## src/rtl/instr_encoder_if.sv

```systemverilog
// Field-bundle in / encoded-word out stream bundle for the instruction encoder.
// master: host side driving fields and taking words; slave: the encoder.
interface instr_encoder_if #(
  parameter int AW = 11
);
  logic          in_valid;
  logic          in_ready;
  logic          in_last;
  logic [3:0]    in_opcode;
  logic [3:0]    in_rs1;
  logic [3:0]    in_rs2;
  logic [3:0]    in_rd;
  logic [1:0]    in_funct2;
  logic [2:0]    in_alu_type;
  logic [10:0]   in_addr11;
  logic [7:0]    in_addr8;
  logic          out_valid;
  logic          out_ready;
  logic [18:0]   out_instr;
  logic [AW-1:0] out_addr;

  modport master (
    output in_valid, in_last, in_opcode,
    output in_rs1, in_rs2, in_rd,
    output in_funct2, in_alu_type,
    output in_addr11, in_addr8,
    input  in_ready,
    input  out_valid, out_instr, out_addr,
    output out_ready
  );

  modport slave (
    input  in_valid, in_last, in_opcode,
    input  in_rs1, in_rs2, in_rd,
    input  in_funct2, in_alu_type,
    input  in_addr11, in_addr8,
    output in_ready,
    output out_valid, out_instr, out_addr,
    input  out_ready
  );
endinterface

```

## src/rtl/instr_encoder.sv

```systemverilog
// Packs decoded fields into 19-bit IMEM words with auto-incrementing address.
// Optional FIELD_CHECK_EN flags unencodable or inconsistent field bundles.
module instr_encoder #(
  parameter int AW = 11
) (
  input  logic          clk,
  input  logic          rst_n,
  input  logic          start,
  input  logic [AW-1:0] base_addr,
  instr_encoder_if.slave bus,
  output logic          busy,
  output logic          done,
  output logic          overflow,
  output logic          field_err
);

  typedef enum logic [1:0] {
    IDLE,
    RUN,
    DRAIN,
    FIN
  } state_t;

  state_t        state;
  state_t        state_nxt;
  logic [AW-1:0] wr_ptr;
  logic          ov_q;
  logic [18:0]   instr_q;
  logic [AW-1:0] addr_q;
  logic [18:0]   enc;
  logic          in_fire;
  logic          at_top;

  logic [3:0] op;
  logic op_r, op_i, op_j, op_b;
  logic op_ld, op_m, op_ret;

  assign op     = bus.in_opcode;
  assign op_r   = (op == 4'd0) || (op == 4'd1)
                || (op[3:2] == 2'b11);
  assign op_i   = (op == 4'd2);
  assign op_j   = (op == 4'd3) || (op == 4'd7);
  assign op_b   = (op == 4'd4);
  assign op_ld  = (op == 4'd5);
  assign op_m   = (op == 4'd6) || (op == 4'd9)
                || (op == 4'd10) || (op == 4'd11);
  assign op_ret = (op == 4'd8);

  always_comb begin
    enc = '0;
    unique case (1'b1)
      op_r:   enc = {op, bus.in_rs1, bus.in_rs2,
                     bus.in_rd, bus.in_alu_type};
      op_i:   enc = {op, bus.in_rs1, bus.in_funct2,
                     2'b00, bus.in_rd, 3'b000};
      op_j:   enc = {op, 4'b0000, bus.in_addr11};
      // branch: rs2[0] doubles as address bit 7
      op_b:   enc = {op, bus.in_rs1, bus.in_rs2,
                     bus.in_addr8[6:0]};
      op_ld:  enc = {op, bus.in_rd, 3'b000,
                     bus.in_addr8};
      op_m:   enc = {op, bus.in_rs1, 3'b000,
                     bus.in_addr8};
      op_ret: enc = {op, 15'd0};
      default: enc = '0;
    endcase
  end

  assign at_top       = (wr_ptr == {AW{1'b1}});
  assign bus.in_ready = (state == RUN)
                      && (!ov_q || bus.out_ready);
  assign in_fire      = bus.in_valid && bus.in_ready;

  always_comb begin
    state_nxt = state;
    case (state)
      IDLE:  if (start) state_nxt = RUN;
      RUN:   if (in_fire && (bus.in_last || at_top))
               state_nxt = DRAIN;
      DRAIN: if (!ov_q || bus.out_ready)
               state_nxt = FIN;
      FIN:   state_nxt = IDLE;
      default: state_nxt = IDLE;
    endcase
  end

  always_ff @(posedge clk or negedge rst_n) begin
    if (!rst_n) begin
      state    <= IDLE;
      wr_ptr   <= '0;
      ov_q     <= 1'b0;
      instr_q  <= '0;
      addr_q   <= '0;
      overflow <= 1'b0;
    end else begin
      state <= state_nxt;
      if (state == IDLE && start) begin
        wr_ptr   <= base_addr;
        overflow <= 1'b0;
      end
      if (in_fire) begin
        instr_q <= enc;
        addr_q  <= wr_ptr;
        ov_q    <= 1'b1;
        // pointer parks at the top word
        if (!at_top)
          wr_ptr <= wr_ptr + 1'b1;
        else if (!bus.in_last)
          overflow <= 1'b1;
      end else if (bus.out_ready) begin
        ov_q <= 1'b0;
      end
    end
  end

  assign bus.out_valid = ov_q;
  assign bus.out_instr = instr_q;
  assign bus.out_addr  = addr_q;
  assign busy          = (state != IDLE);
  assign done          = (state == FIN);

`ifdef FIELD_CHECK_EN
  logic bad;

  always_comb begin
    bad = 1'b0;
    unique case (1'b1)
      op_r:   bad = |{bus.in_funct2, bus.in_addr11,
                      bus.in_addr8};
      op_i:   bad = |{bus.in_rs2, bus.in_alu_type,
                      bus.in_addr11, bus.in_addr8};
      op_j:   bad = |{bus.in_rs1, bus.in_rs2,
                      bus.in_rd, bus.in_funct2,
                      bus.in_alu_type};
      op_b:   bad = |{bus.in_rd, bus.in_funct2,
                      bus.in_alu_type, bus.in_addr11}
                    || (bus.in_addr8[7] != bus.in_rs2[0]);
      op_ld:  bad = |{bus.in_rs1, bus.in_rs2,
                      bus.in_funct2, bus.in_alu_type,
                      bus.in_addr11};
      op_m:   bad = |{bus.in_rs2, bus.in_rd,
                      bus.in_funct2, bus.in_alu_type,
                      bus.in_addr11};
      op_ret: bad = |{bus.in_rs1, bus.in_rs2,
                      bus.in_rd, bus.in_funct2,
                      bus.in_alu_type, bus.in_addr11,
                      bus.in_addr8};
      default: bad = 1'b0;
    endcase
  end

  always_ff @(posedge clk or negedge rst_n) begin
    if (!rst_n)
      field_err <= 1'b0;
    else if (state == IDLE && start)
      field_err <= 1'b0;
    else if (in_fire && bad)
      field_err <= 1'b1;
  end
`else
  assign field_err = 1'b0;
`endif

endmodule

```

## src/flat_wrapper.sv

```systemverilog
// flat-port wrapper written by rule: the top's interface ports become plain ports
module instr_encoder_flat 
#(
  parameter int AW = 11
)
  (clk, rst_n, start, base_addr, busy, done, overflow, field_err, bus_in_valid, bus_in_last, bus_in_opcode, bus_in_rs1, bus_in_rs2, bus_in_rd, bus_in_funct2, bus_in_alu_type, bus_in_addr11, bus_in_addr8, bus_in_ready, bus_out_valid, bus_out_instr, bus_out_addr, bus_out_ready);
  instr_encoder_if #(.AW(AW)) bus_i ();
  input  logic clk;
  input  logic rst_n;
  input  logic start;
  input  logic [AW-1:0] base_addr;
  output logic busy;
  output logic done;
  output logic overflow;
  output logic field_err;
  input wire logic [$bits(bus_i.in_valid)-1:0] bus_in_valid;
  input wire logic [$bits(bus_i.in_last)-1:0] bus_in_last;
  input wire logic [$bits(bus_i.in_opcode)-1:0] bus_in_opcode;
  input wire logic [$bits(bus_i.in_rs1)-1:0] bus_in_rs1;
  input wire logic [$bits(bus_i.in_rs2)-1:0] bus_in_rs2;
  input wire logic [$bits(bus_i.in_rd)-1:0] bus_in_rd;
  input wire logic [$bits(bus_i.in_funct2)-1:0] bus_in_funct2;
  input wire logic [$bits(bus_i.in_alu_type)-1:0] bus_in_alu_type;
  input wire logic [$bits(bus_i.in_addr11)-1:0] bus_in_addr11;
  input wire logic [$bits(bus_i.in_addr8)-1:0] bus_in_addr8;
  output wire logic [$bits(bus_i.in_ready)-1:0] bus_in_ready;
  output wire logic [$bits(bus_i.out_valid)-1:0] bus_out_valid;
  output wire logic [$bits(bus_i.out_instr)-1:0] bus_out_instr;
  output wire logic [$bits(bus_i.out_addr)-1:0] bus_out_addr;
  input wire logic [$bits(bus_i.out_ready)-1:0] bus_out_ready;
  assign bus_i.in_valid = bus_in_valid;
  assign bus_i.in_last = bus_in_last;
  assign bus_i.in_opcode = bus_in_opcode;
  assign bus_i.in_rs1 = bus_in_rs1;
  assign bus_i.in_rs2 = bus_in_rs2;
  assign bus_i.in_rd = bus_in_rd;
  assign bus_i.in_funct2 = bus_in_funct2;
  assign bus_i.in_alu_type = bus_in_alu_type;
  assign bus_i.in_addr11 = bus_in_addr11;
  assign bus_i.in_addr8 = bus_in_addr8;
  assign bus_in_ready = bus_i.in_ready;
  assign bus_out_valid = bus_i.out_valid;
  assign bus_out_instr = bus_i.out_instr;
  assign bus_out_addr = bus_i.out_addr;
  assign bus_i.out_ready = bus_out_ready;
  instr_encoder #(.AW(AW)) u_core (.clk(clk), .rst_n(rst_n), .start(start), .base_addr(base_addr), .bus(bus_i), .busy(busy), .done(done), .overflow(overflow), .field_err(field_err));
endmodule
```

## config.mk

```make
export PLATFORM = sky130hd
export DESIGN_NAME = instr_encoder_flat
export DESIGN_NICKNAME = d
export VERILOG_FILES = /design/src/rtl/instr_encoder_if.sv /design/src/rtl/instr_encoder.sv /design/src/flat_wrapper.sv
export SDC_FILE = /design/constraint.sdc
export NUM_CORES = 1
export LEC_CHECK = 0
export ABC_AREA = 1
export CAP_MARGIN = 20
export CORE_MARGIN = 4
export CORE_UTILIZATION = 49
export DETAILED_ROUTE_END_ITERATION = 10
export GPL_ROUTABILITY_DRIVEN = 1
export PLACE_DENSITY = 0.93
export SLEW_MARGIN = 10
export SYNTH_ARGS = -nofsm -noshare
export SYNTH_HDL_FRONTEND = slang
export SYNTH_SLANG_ARGS = --single-unit
```

## constraint.sdc

```tcl
create_clock -name clk -period 2.4 [get_ports clk]
set_input_delay 0.36 -clock clk [delete_from_list [all_inputs] [get_ports clk]]
set_output_delay 0.36 -clock clk [all_outputs]
set_load 0.03 [all_outputs]
```

Word-level counts from Yosys, hierarchy flattened
Index checks and enable logic that the tools add are counted.

storage, ports and cells
  word-level logic and storage cells = 58
  bits in read-only memories = 0
  RAM bits = 0
  memories kept = 0
  register bits = 45
  input bits = 57
  bits in latches = 0
  output and inout port bits = 36

operators by class
  divide/modulo/power cells = 0
  reductions and logical operators = 18
  shifts and indexed selects = 0
  eq/ne operators = 19
  $add $sub $neg = 1
  mux-type cells = 14
  $lt $le $gt $ge = 0
  $mul = 0
  bitwise operators = 0

operator list
  cell                                                                     number
  19-bit one-hot mux with 7 select lines                                   1
  11-bit two-way mux                                                       3
  4-bit by 3-bit == test with 1-bit output, second input constant          4
  4-bit == test, second input constant                                     4
  11-bit by 1-bit adder with 11-bit output, second input constant          1
  11-bit == test, second input constant                                    1
  4-bit by 2-bit == test with 1-bit output, second input constant          2
  1-bit logical OR                                                         8
  2-bit one-hot mux with 4 select lines                                    1
  2-bit == test, second input constant                                     3
  1-bit two-way mux                                                        6
  2-bit two-way mux                                                        3
  4-bit by 1-bit == test with 1-bit output, second input constant          1
  1-bit logical AND                                                        4
  4-bit logical NOT                                                        1
  2-bit inequality test, second input constant                             2
  2-bit nonzero test                                                       2
  3-bit AND reduction                                                      1
  2-bit by 1-bit == test with 1-bit output, second input constant          1
  2-bit logical NOT                                                        1
  2-bit by 1-bit inequality test with 1-bit output, second input constant  1
  1-bit logical NOT                                                        1

Logic depth before layout (Yosys ltp)
  depth in word-level cells = 7
  depth in mapped cells = 10
  gate-level depth less buffers = 10

Worst setup path before layout
No wires, ideal clock.

  path kind = reg2reg
  start = reg u_core.state[1]
  end = reg u_core.instr_q[6] (netlist: u_core.bus.out_instr[6])
  setup time = 0.113 ns
  setup slack = 0.936 ns
  data arrival time = 1.351 ns
  stages on the path, launching flop included = 10
  period minus slack after synthesis = 1.464 ns
  cell sequence = dfrtp_1 -> inv_1 -> ha_1 -> and2_4 -> nand2_4 -> buf_6 -> a21oi_1 -> nand3_1 -> nand2_1 -> inv_1

between the ends
  cells in the longest elaborated chain, start to end = 3

RTL lines
  what                                      RTL line              text
  from (decl)                               instr_encoder.sv:24   state_t state;
  from (signal assigned)                    instr_encoder.sv:96   state <= state_nxt;
  2-bit by 1-bit == test with 1-bit output  instr_encoder.sv:70   assign bus.in_ready = (state == RUN)
  1-bit logical AND                         instr_encoder.sv:71   && (!ov_q || bus.out_ready);
  via bus_in_ready                          flat_wrapper.sv:26    output wire logic [$bits(bus_i.in_ready)-1:0] bus_in_ready;
  1-bit logical AND                         instr_encoder.sv:72   assign in_fire = bus.in_valid && bus.in_ready;
  to (signal assigned)                      instr_encoder.sv:102  instr_q <= enc;
  to (decl)                                 instr_encoder.sv:28   logic [18:0] instr_q;

The timed path passes the listed nets, and every way through them passes these cells.
A chain may end at the register's enable or synchronous reset.

Final worst setup path
  start = reg u_core.state[1]
  end = out bus_in_ready

between the ends
  cells in the longest elaborated chain, start to end = 2

RTL lines
  what                                      RTL line
  2-bit by 1-bit == test with 1-bit output  instr_encoder.sv:70
  1-bit logical AND                         instr_encoder.sv:71
  to (decl)                                 flat_wrapper.sv:26

No other way between the ends.

==> flow_summary.yaml <==
synthesis:
  yosysWarnings: 0
  synth_top_cell_by_area: "dfrtp_1"
  syn_area_um2: 2620
  ys_async_sr_fraction_pct: 100
  synthesis.nets: 407
  ys.flop_type: "dfrtp_1"
  synth-seq-cells: 45
  synth_cells: 344
  yosysTopAreaCellShare_pct: 43.1
  ys_top_cells_by_area: "dfrtp_1 43%, nand2_1 16%, o21ai_0 5.7%, inv_1 5.0%, nand3_1 4.0%"
  seq_area_frac_synth_pct: 43.1
  synth_most_common_cell: "nand2_1"
  synth_common_cells: "113 x nand2_1, 45 x dfrtp_1, 35 x inv_1"
  synth_enable_flop_cells: 0
  syn_avg_cell_area_um2: 7.60
  synthDistinctLibCells: 37
layout:
  area_delta_synth_final_pct: 40.5
  drive_gt1_share_pct: 9.86
  fin_cells: 506
  fin_nets: 498
  antennaDiodeCount: 0
  fill_cells: 440
cts:
  clkTransAtPathRegs_ns: 0.09
  cts_resized: 0
  cts_max_level: 2
  cts_root_buffer: "clkbuf_8"
  cts_setup_buffers: 0
  cts_buffers: 5
  cts_tree: "built"
  cts_sinks: 45
  clock_latency_ns: 0.29
  ctsHoldBuffers: 0
  clockBufferDepth: 2
global_route:
  grt_use_total_pct: 21.8
  antenna_found_initial: 0
  grt_pass1_vias: 2518
  grt.overflow.total: 0
  grt_pass1_wl_um: 11300
  grt_max_degree: 46
worst_setup_path:
  critPathLaunchType: "register"
  path_cells: "inv_1 > ha_1 > and2_4 > clkdlybuf4s50_1"
  cpPeakStageDelay_ns: 0.66
  crit_end: "bus_in_ready"
  r2r_end: "u_core.wr_ptr[8]"
  crit_required_ns: 2.04
  end_kind: "primary output"
  critPathSlowestCell: "clkdlybuf4s50_1"
  startpoint: "u_core.state[1]"
  r2r_slack_ns: 0.61
  r2r_cells: 6
  arrival_ns: 1.86
  r2r_start: "u_core.state[0]"
  critical_path_class: "register to primary output"
  worstPathMaxFanout: 4
detailed_routing:
  ant_nets: 0
  vias: 2625
  route.detailed.drc: 0
  dr.pass1.iters: 5
  wl_um: 7060
  vias_per_cell: 5.19
  wire_per_inst_um: 14.0
  drtIter0Drc: 124
sta:
  finalSetupTns_ns: 0
  setup_viol: 0
  finalClockSkew_ns: 0.00544
  fin_crit_ns: 2.22
  max_freq_ghz: 0.451
  rsz0062_at_grt: "no"
  slew_viol_final: 0
  hold_viol: 0
  post-route-period-util_pct: 92.5
place:
  dp_hpwl_um: 5350
  io_buffers: 91
  gp_congestion: 0.946
  dpl.cell_count: 498
pwr:
  p_seq_share_pct: 32.3
  p_leak_nw: 1.75
  switching_share_pct: 44.3
  ir_drop_mv: 0.627
  power.internal_mw: 2.37
  pwr-share-comb_pct: 55.5
  p_sw_mw: 1.89
  clockPowerShare_pct: 12.2
  p_per_area_nw_per_um2: 1160
die:
  ioPinCount: 93
  die_w_um: 81.1
  rows: 26
  start_util_pct: 50.9
  die_h_um: 81.1
  dieArea_um2: 6570
  coreArea_um2: 5140
job:
  maxCapViolations: 0
hold_path:
  min_path_type: "input port to asynchronous set/reset pin"
run_status:
  status: "finished, final reports clean"
==> critical path: cells and delay by family, from the launching register on <==
family | cells | cell delay (ns)
buf+inv | 2 | 0.77
flops | 1 | 0.42
fa+ha+maj | 1 | 0.20
simple gates | 1 | 0.17
==> stage by stage <==
| stage | instance area, µm² | hold WS [ns] | utilization, % | power, mW | setup slack, ns |
|---|---|---|---|---|---|
| 4_1_cts | 3670 | 0.0512 | 71.5 | 4.29 | 0.165 |
| 3_5_place_dp | 3570 | 0.367 | 69.5 | 3.77 | 0.281 |
| 3_3_place_gp | 3570 | 0.357 | 69.5 | 3.67 | 0.298 |
| 5_1_grt | 3670 | 0.0538 | 71.5 | 4.57 | 0.0702 |
| 2_1_floorplan | 2620 | 0.0644 | - | 2.88 | 0.936 |
| 6_report | 3670 | 0.0214 | 71.5 | 4.27 | 0.181 |
==> placed cells by master, fill, tap and decap left out, types with 3 or more instances in the layout <==
master	n
a21oi_1	13
clkbuf_8	7
clkdlybuf4s50_1	90
dfrtp_1	45
ha_1	6
inv_1	35
inv_2	3
mux2_2	4
nand2_1	113
nand2_2	5
nand3_1	21
nor2_1	22
nor2_2	3
nor3_1	3
o21ai_0	30
or2_2	6
xor2_1	3
==> logic make-up (layout without fill, tap and decap cells) <==
family | after synthesis | in the layout | share of synthesized area (%)
flip-flops | 45 | 45 | 43.1
XOR/XNOR | 4 | 4 | 1.34
adder cells (fa/ha/maj) | 6 | 6 | 2.87
multiplexers | 4 | 4 | 1.72
AO/OA/AOI/OAI | 55 | 55 | 12.3
AND/OR/NAND/NOR | 182 | 182 | 30.7
buffers and inverters | 47 | 139 | 7.89
other | 1 | 1 | 0.143
==> layout make-up <==
cell class / instances / area, µm² / share of cell area [%]
multi-input cells: 252 / 1280 / 34.9
clock buffers: 7 / 96.3 / 2.62
repair buffers: 93 / 933 / 25.4
inverters: 38 / 143 / 3.88
clock inverters: 1 / 5.00 / 0.136
well taps: 70 / 87.6 / 2.38
flip-flops and latches: 45 / 1130 / 30.7
==> power groups by stage <==
| stage | Sequential [mW] | Clock [mW] | Combinational [mW] |
|---|---|---|---|
| floorplan | 1.82 | 0 | 1.06 |
| global placement | 1.36 | 0 | 2.31 |
| detailed placement | 1.39 | 0 | 2.38 |
| CTS | 1.37 | 0.531 | 2.39 |
| global route | 1.42 | 0.565 | 2.59 |
| finish | 1.38 | 0.522 | 2.37 |
==> flip-flops by register name, indices dropped and copies added, names as in the netlist <==
register              count
u_core.state              2
u_core.bus.out_addr      11
u_core.overflow           1
u_core.wr_ptr            11
u_core.bus.out_instr     19
u_core.bus.out_valid      1
==> metal layers <==
| layer | track usage (%) | up-vias | part of all wire, % |
|---|---|---|---|
| li1 | - | 1273 | - |
| met1 | 25.5 | 1211 | 38 |
| met2 | 39.7 | 127 | 51 |
| met3 | 4.10 | 14 | 8.9 |
| met4 | 7.26 | 0 | 1.5 |
| met5 | 0 | - | 0 |
==> how the worst min path moves through the flow <==
stage,depth (start not counted),slack (ns),from,to
2_1_floorplan,0,0.06,rst_n,u_core.bus.out_addr[0]
3_3_place_gp,2,0.36,rst_n,u_core.bus.out_instr[1]
3_5_place_dp,2,0.37,rst_n,u_core.bus.out_instr[1]
4_1_cts,2,0.05,rst_n,u_core.bus.out_instr[9]
5_1_grt,2,0.05,rst_n,u_core.bus.out_instr[1]
6_report,2,0.02,rst_n,u_core.bus.out_instr[1]
Power figures use the tool's default switching activity.
